## config.mk

```make
export PLATFORM = sky130hd
export DESIGN_NAME = uart_core_param_flat
export DESIGN_NICKNAME = d
export VERILOG_FILES = /design/src/rtl/uart_core_param_if.sv /design/src/rtl/uart_core_param.sv /design/src/flat_wrapper.sv
export SDC_FILE = /design/constraint.sdc
export NUM_CORES = 1
export LEC_CHECK = 0
export CORE_UTILIZATION = 32
export CTS_BUF_LIST = sky130_fd_sc_hd__clkbuf_4 sky130_fd_sc_hd__clkbuf_8 sky130_fd_sc_hd__clkbuf_16
export DETAILED_ROUTE_END_ITERATION = 7
export DONT_BUFFER_PORTS = 1
export RECOVER_POWER = 50
export SLEW_MARGIN = 20
export SYNTH_ARGS = -nofsm -noshare
export SYNTH_HDL_FRONTEND = slang
export SYNTH_SLANG_ARGS = --single-unit
```

## constraint.sdc

```tcl
create_clock -name clk -period 3 [get_ports clk]
set_clock_uncertainty 0.15 [all_clocks]
set_input_delay 0 -clock clk [delete_from_list [all_inputs] [get_ports clk]]
set_output_delay 0 -clock clk [all_outputs]
set_load 0.01 [all_outputs]
```

## src/rtl/uart_core_param_if.sv

```systemverilog
// Host-side handshake and pin bundle for uart_core_param.
// The slave modport is the UART's view, the master modport the host's view.
interface uart_core_param_if #(
  parameter int DATA_BITS = 8
);
  logic [DATA_BITS-1:0] tx_data;
  logic                 tx_valid;
  logic                 tx_ready;
  logic [DATA_BITS-1:0] rx_data;
  logic                 rx_valid;
  logic                 rx_ready;
  logic                 uart_rx;
  logic                 uart_tx;
  logic [2:0]           error_flags;
  logic                 err_clear;

  modport slave (
    input  tx_data, tx_valid, rx_ready, uart_rx, err_clear,
    output tx_ready, rx_data, rx_valid, uart_tx, error_flags
  );

  modport master (
    output tx_data, tx_valid, rx_ready, uart_rx, err_clear,
    input  tx_ready, rx_data, rx_valid, uart_tx, error_flags
  );
endinterface

```

## src/rtl/uart_core_param.sv

```systemverilog
// Parametrised full-duplex UART: configurable width/parity/stop, 16x oversampled RX
// with start-bit glitch rejection, valid/ready handshakes and sticky error flags.
module uart_core_param #(
  parameter int CLK_DIV   = 27,
  parameter int DATA_BITS = 8,
  parameter int PARITY    = 0,
  parameter int STOP_BITS = 1
) (
  input  logic               clk,
  input  logic               reset,
  uart_core_param_if.slave   bus
);
  localparam int   DIV_W   = $clog2(CLK_DIV);
  localparam int   BIT_CYC = 16 * CLK_DIV;
  localparam int   BT_W    = $clog2(BIT_CYC);
  localparam int   IDX_W   = $clog2(DATA_BITS);
  localparam logic ODD     = (PARITY == 2);
  localparam logic HAS_PAR = (PARITY != 0);

  // ---------------- oversample tick ----------------
  logic [DIV_W-1:0] div_cnt;
  logic             tick;

  assign tick = (div_cnt == DIV_W'(CLK_DIV - 1));

  always_ff @(posedge clk or negedge reset)
    if (!reset) div_cnt <= '0;
    else        div_cnt <= tick ? '0 : div_cnt + 1'b1;

  // ---------------- transmitter ----------------
  typedef enum logic [2:0] {TX_IDLE, TX_START, TX_DATA, TX_PAR, TX_STOP} tx_state_t;

  tx_state_t            tx_state, tx_nxt;
  logic [BT_W-1:0]      tx_tmr, tx_tmr_nxt;
  logic [IDX_W-1:0]     tx_idx, tx_idx_nxt;
  logic                 tx_stop, tx_stop_nxt;
  logic [DATA_BITS-1:0] tx_sh, tx_sh_nxt;
  logic                 tx_par, tx_par_nxt;
  logic                 bit_end;

  // TX has its own bit timer so frames start exactly one cycle after acceptance
  assign bit_end = (tx_tmr == BT_W'(BIT_CYC - 1));

  always_ff @(posedge clk or negedge reset)
    if (!reset) begin
      tx_state <= TX_IDLE;
      tx_tmr   <= '0;
      tx_idx   <= '0;
      tx_stop  <= 1'b0;
      tx_sh    <= '0;
      tx_par   <= 1'b0;
    end else begin
      tx_state <= tx_nxt;
      tx_tmr   <= tx_tmr_nxt;
      tx_idx   <= tx_idx_nxt;
      tx_stop  <= tx_stop_nxt;
      tx_sh    <= tx_sh_nxt;
      tx_par   <= tx_par_nxt;
    end

  always_comb begin
    tx_nxt      = tx_state;
    tx_tmr_nxt  = bit_end ? '0 : tx_tmr + 1'b1;
    tx_idx_nxt  = tx_idx;
    tx_stop_nxt = tx_stop;
    tx_sh_nxt   = tx_sh;
    tx_par_nxt  = tx_par;
    case (tx_state)
      TX_IDLE: begin
        tx_tmr_nxt = '0;
        if (bus.tx_valid) begin
          tx_sh_nxt   = bus.tx_data;
          tx_par_nxt  = (^bus.tx_data) ^ ODD;
          tx_idx_nxt  = '0;
          tx_stop_nxt = 1'b0;
          tx_nxt      = TX_START;
        end
      end
      TX_START: if (bit_end) tx_nxt = TX_DATA;
      TX_DATA: if (bit_end) begin
        tx_sh_nxt = tx_sh >> 1;
        if (tx_idx == IDX_W'(DATA_BITS - 1)) tx_nxt = HAS_PAR ? TX_PAR : TX_STOP;
        else                                 tx_idx_nxt = tx_idx + 1'b1;
      end
      TX_PAR: if (bit_end) tx_nxt = TX_STOP;
      TX_STOP: if (bit_end) begin
        if (tx_stop == 1'(STOP_BITS - 1)) tx_nxt = TX_IDLE;
        else                              tx_stop_nxt = 1'b1;
      end
      default: tx_nxt = TX_IDLE;
    endcase
  end

  assign bus.tx_ready = (tx_state == TX_IDLE);
  assign bus.uart_tx  = (tx_state == TX_START) ? 1'b0     :
                        (tx_state == TX_DATA)  ? tx_sh[0] :
                        (tx_state == TX_PAR)   ? tx_par   : 1'b1;

  // ---------------- receiver ----------------
  typedef enum logic [2:0] {RX_IDLE, RX_START, RX_DATA, RX_PAR, RX_STOP, RX_WAIT} rx_state_t;

  logic [1:0]           rx_sync;
  logic                 rx_s;
  rx_state_t            rx_state, rx_nxt;
  logic [3:0]           rx_tcnt, rx_tcnt_nxt;
  logic [IDX_W-1:0]     rx_idx, rx_idx_nxt;
  logic [DATA_BITS-1:0] rx_sh, rx_sh_nxt;
  logic                 rx_deliver, set_fe, set_pe, set_ov;
  logic [DATA_BITS-1:0] rx_data_q;
  logic                 rx_valid_q;
  logic [2:0]           err_q;

  assign rx_s = rx_sync[1];

  always_ff @(posedge clk or negedge reset)
    if (!reset) begin
      rx_sync  <= 2'b11;
      rx_state <= RX_IDLE;
      rx_tcnt  <= '0;
      rx_idx   <= '0;
      rx_sh    <= '0;
    end else begin
      rx_sync  <= {rx_sync[0], bus.uart_rx};
      rx_state <= rx_nxt;
      rx_tcnt  <= rx_tcnt_nxt;
      rx_idx   <= rx_idx_nxt;
      rx_sh    <= rx_sh_nxt;
    end

  // tick count wraps 15->0 on its own, so each bit is sampled 16 ticks after the last
  always_comb begin
    rx_nxt      = rx_state;
    rx_tcnt_nxt = rx_tcnt;
    rx_idx_nxt  = rx_idx;
    rx_sh_nxt   = rx_sh;
    rx_deliver  = 1'b0;
    set_fe      = 1'b0;
    set_pe      = 1'b0;
    if (tick) begin
      rx_tcnt_nxt = rx_tcnt + 4'd1;
      case (rx_state)
        RX_IDLE: begin
          rx_tcnt_nxt = '0;
          if (!rx_s) rx_nxt = RX_START;
        end
        RX_START: if (rx_tcnt == 4'd7) begin
          rx_tcnt_nxt = '0;
          rx_idx_nxt  = '0;
          rx_nxt      = rx_s ? RX_IDLE : RX_DATA;
        end
        RX_DATA: if (rx_tcnt == 4'd15) begin
          rx_sh_nxt = {rx_s, rx_sh[DATA_BITS-1:1]};
          if (rx_idx == IDX_W'(DATA_BITS - 1)) rx_nxt = HAS_PAR ? RX_PAR : RX_STOP;
          else                                 rx_idx_nxt = rx_idx + 1'b1;
        end
        RX_PAR: if (rx_tcnt == 4'd15) begin
          set_pe = (rx_s != ((^rx_sh) ^ ODD));
          rx_nxt = RX_STOP;
        end
        RX_STOP: if (rx_tcnt == 4'd15) begin
          if (rx_s) begin
            rx_deliver = 1'b1;
            rx_nxt     = RX_IDLE;
          end else begin
            set_fe = 1'b1;
            rx_nxt = RX_WAIT;
          end
        end
        RX_WAIT: begin
          rx_tcnt_nxt = '0;
          if (rx_s) rx_nxt = RX_IDLE;
        end
        default: rx_nxt = RX_IDLE;
      endcase
    end
  end

  assign set_ov = rx_deliver && rx_valid_q && !bus.rx_ready;

  // a word consumed in the delivery cycle frees the slot for the new one
  always_ff @(posedge clk or negedge reset)
    if (!reset) begin
      rx_data_q  <= '0;
      rx_valid_q <= 1'b0;
      err_q      <= '0;
    end else begin
      if (rx_deliver && (!rx_valid_q || bus.rx_ready)) begin
        rx_data_q  <= rx_sh;
        rx_valid_q <= 1'b1;
      end else if (rx_valid_q && bus.rx_ready) begin
        rx_valid_q <= 1'b0;
      end
      err_q <= (bus.err_clear ? 3'b000 : err_q) | {set_ov, set_pe, set_fe};
    end

  assign bus.rx_data     = rx_data_q;
  assign bus.rx_valid    = rx_valid_q;
  assign bus.error_flags = err_q;
endmodule
```

## src/flat_wrapper.sv

```systemverilog
// flat-port wrapper written by rule: the top's interface ports become plain ports
module uart_core_param_flat 
#(
  parameter int CLK_DIV   = 27,
  parameter int DATA_BITS = 8,
  parameter int PARITY    = 0,
  parameter int STOP_BITS = 1
)
  (clk, reset, bus_tx_data, bus_tx_valid, bus_rx_ready, bus_uart_rx, bus_err_clear, bus_tx_ready, bus_rx_data, bus_rx_valid, bus_uart_tx, bus_error_flags);
  uart_core_param_if #(.DATA_BITS(DATA_BITS)) bus_i ();
  input  logic clk;
  input  logic reset;
  input wire logic [$bits(bus_i.tx_data)-1:0] bus_tx_data;
  input wire logic [$bits(bus_i.tx_valid)-1:0] bus_tx_valid;
  input wire logic [$bits(bus_i.rx_ready)-1:0] bus_rx_ready;
  input wire logic [$bits(bus_i.uart_rx)-1:0] bus_uart_rx;
  input wire logic [$bits(bus_i.err_clear)-1:0] bus_err_clear;
  output wire logic [$bits(bus_i.tx_ready)-1:0] bus_tx_ready;
  output wire logic [$bits(bus_i.rx_data)-1:0] bus_rx_data;
  output wire logic [$bits(bus_i.rx_valid)-1:0] bus_rx_valid;
  output wire logic [$bits(bus_i.uart_tx)-1:0] bus_uart_tx;
  output wire logic [$bits(bus_i.error_flags)-1:0] bus_error_flags;
  assign bus_i.tx_data = bus_tx_data;
  assign bus_i.tx_valid = bus_tx_valid;
  assign bus_i.rx_ready = bus_rx_ready;
  assign bus_i.uart_rx = bus_uart_rx;
  assign bus_i.err_clear = bus_err_clear;
  assign bus_tx_ready = bus_i.tx_ready;
  assign bus_rx_data = bus_i.rx_data;
  assign bus_rx_valid = bus_i.rx_valid;
  assign bus_uart_tx = bus_i.uart_tx;
  assign bus_error_flags = bus_i.error_flags;
  uart_core_param #(.CLK_DIV(CLK_DIV), .DATA_BITS(DATA_BITS), .PARITY(PARITY), .STOP_BITS(STOP_BITS)) u_core (.clk(clk), .reset(reset), .bus(bus_i));
endmodule
```

==> out/results.txt <==
clock transition at the registers of the reported paths: 0.07 ns
Avg Inst Size Synth: 11.1 sq um
Die Area: 9680 sq um
Synth top area share: 0.497
Syn Std Cell Area: 2970 sq um
drt first pass iters: 8
worst-path fanout max: 8
port bufs: 0
Post-synth EDFFs: 0
clock sink total: 61
min-delay worst type: in2reg
CTS root buf: clkbuf_8
clk_lat worst skew: 0.34 ns
Die W: 98.4 um
Slew @ Worst Pin: 1.51 ns
final hold viol count: 0
Cells after Synth: 269
Post-CTS Setup Bufs: 0
Most used DFF post-synth: dfrtp_1
syn_nets: 291
share of layout cells above drive strength 1: 0.164
LEAKAGE: 1.55 nW
Worst EP required: 3.07 ns
multi-input logic area: 1360 sq um
initial antenna violation count: 0
fmax: 460 MHz
startpoint types: flop
pin count of the biggest net entering global routing: 62
minimum clock period: 2.17 ns
vias in the first global route: 2,015
DRC Markers: 2
run status: finished, violations left
core area: 8850 sq um
Distinct cells, synth: 45
MaxCap Viol Count: 1
Slew HR: -0.00824
Max Slew Vio Count: 62
diode count: 0
Final GP Congestion: 0.737
number of cell rows: 34
drt wl/cell: 13.3 um
violated checks: design-rule violations, max-capacitance violations, max-slew violations
Filler cells: 876
Finish-stage setup viols: 0
Synth area leaders: dfrtp_1, mux2_2, xnor2_1
Die H: 98.4 um
Sum Neg Setup Slack: 0 ns
Seq cells post-synth: 61
Tot GR Track Use: 0.123
VDD IR max: 341 uV
Place WS: 0.826 ns
CTS tree: yes
Ports: 28
YS warnings: 0
Async SR Flop Fraction: 1.00
Initial Util: 0.336
Vias: 1,978
drt via density: 4.95
Num CTS Buffers: 9
initial DRC count: 49
crit path kind: reg2reg
RSZ-0062 raised after global routing: false
crit share post-route: 0.724
crit end category: flop
sequential fraction of the synthesis area: 0.514
grt ovf: 0
Reg area: 1530 sq um
Bufs on Longest Clock Path: 2
first-pass GRT wire length: 9280 um
final worst setup slack: 0.828 ns
Post-DP HPWL: 3480 um
ANT nets after route: 0
cell taking the most area after synthesis: dfrtp_1
Layout area overhead: 15.6%
Final #Nets: 309
drt total wl: 5320 um
pwr dens: 549 nW/um^2
H-tree levels: 3
WP data arrival: 2.24 ns
[worst paths after layout]
kind                       cells past startpoint                                 to                         from  slack, ns
min reg2reg                                    0        u_core.rx_sync[1]$_DFF_PN1_  u_core.rx_sync[0]$_DFF_PN1_       0.21
min in group asynchronous                      2        u_core.div_cnt[2]$_DFF_PN0_                        reset       0.44
max                                            7  u_core.bus.rx_data[5]$_DFFE_PN0P_  u_core.div_cnt[0]$_DFF_PN0_       0.83
max in group asynchronous                      2         u_core.tx_tmr[7]$_DFF_PN0_                        reset       1.35
min                                            4          u_core.tx_par$_DFFE_PN0P_               bus_tx_data[2]      0.002
max reg2reg                                    7  u_core.bus.rx_data[5]$_DFFE_PN0P_  u_core.div_cnt[0]$_DFF_PN0_       0.83
[layout make-up]
cell class,count,area share
Sequential cell,61,0.445
Multi-Input combinational cell,188,0.395
Clock buffer,13,0.0502
Timing Repair Buffer,18,0.0481
Tap cell,108,0.0393
Clock inverter,3,0.0124
Inverter,9,0.00983
[where the power goes]
part / switching (mW) / internal (mW)
logic: 0.0822 / 0.0791
clock network: 0.322 / 0.460
registers: 0.0545 / 0.889
total: 0.458 / 1.43
[sequential cells by signal, indices dropped and copies added, names as in the netlist, 2 cells and up]
signal / count
u_core.bus.error_flags: 3
u_core.bus.rx_data: 8
u_core.div_cnt: 5
u_core.rx_idx: 3
u_core.rx_sh: 8
u_core.rx_state: 3
u_core.rx_sync: 2
u_core.rx_tcnt: 4
u_core.tx_idx: 3
u_core.tx_sh: 8
u_core.tx_state: 3
u_core.tx_tmr: 9
[critical path, cell delays in order, from the launching register on]
cell,delay (ns)
dfrtp_1,0.41
inv_1,0.07
ha_1,0.18
and4b_1,0.35
nand4_1,0.22
nor2b_1,0.15
buf_4,0.18
mux2_2,0.34
[stage by stage]
stage	utilization	hold WS (ns)	power [mW]	std cells	instance area (sq um)
finish	0.388	0.00157	1.89	400	3440
global route	0.388	0.0292	1.97	400	3440
CTS	0.391	0.00480	1.92	400	3460
detailed placement	0.349	-0.443	1.09	370	3090
global placement	0.349	-0.443	1.08	370	3090
floorplan	-	-0.446	1.06	269	2970
[kinds of logic after synthesis]
kind of cell,after synthesis,share of synthesized area
AOI/OAI and AO/OA,39,0.0804
buffers and inverters,20,0.0303
xor gates and xnor gates,22,0.0694
and+or+nand+nor,89,0.162
adders and majority gates,8,0.0337
muxes,30,0.110
DFF,61,0.514
[cells in the final DEF, fill, tap and decap left out, drive strengths merged, types with 3 or more instances in the layout]
| cell type | n |
|---|---|
| a21oi | 5 |
| buf | 4 |
| clkbuf | 14 |
| dfrtp | 59 |
| dlygate4sd3 | 13 |
| ha | 8 |
| inv | 9 |
| mux2 | 19 |
| mux2i | 11 |
| nand2 | 24 |
| nand2b | 4 |
| nand3 | 11 |
| nand4b | 3 |
| nor2 | 16 |
| nor2b | 9 |
| nor3 | 4 |
| nor3b | 4 |
| o21ai | 19 |
| o22ai | 3 |
| xnor2 | 14 |
| xor2 | 7 |
[routing by layer]
layer | GRT usage | part of all wire
met2 | 0.202 | 0.47
met4 | 0.0597 | 0.014
met5 | 0 | 0
met1 | 0.142 | 0.46
met3 | 0.0487 | 0.049
[repair_timing]
item	4_1_cts	5_1_grt
endpoints found under the hold margin	79	0
hold buffers	14	0
resized for setup	0	0
[synth_stat cells, drive strengths merged (2+ instances only)]
master and n:
dfrtp 59, nand2 24, mux2 19, o21ai 19
nor2 16, xnor2 14, mux2i 11, nand3 11
inv 9, nor2b 9, ha 8, xor2 7
buf 6, a21oi 5, clkbuf 5, nand2b 4
nor3 4, nor3b 4, nand4b 3, o22ai 3
a21o 2, a31o 2, a31oi 2, and4 2
and4b 2, dfstp 2, nand4 2, nor4b 2
or3 2
(Power assumes the default switching activity.)
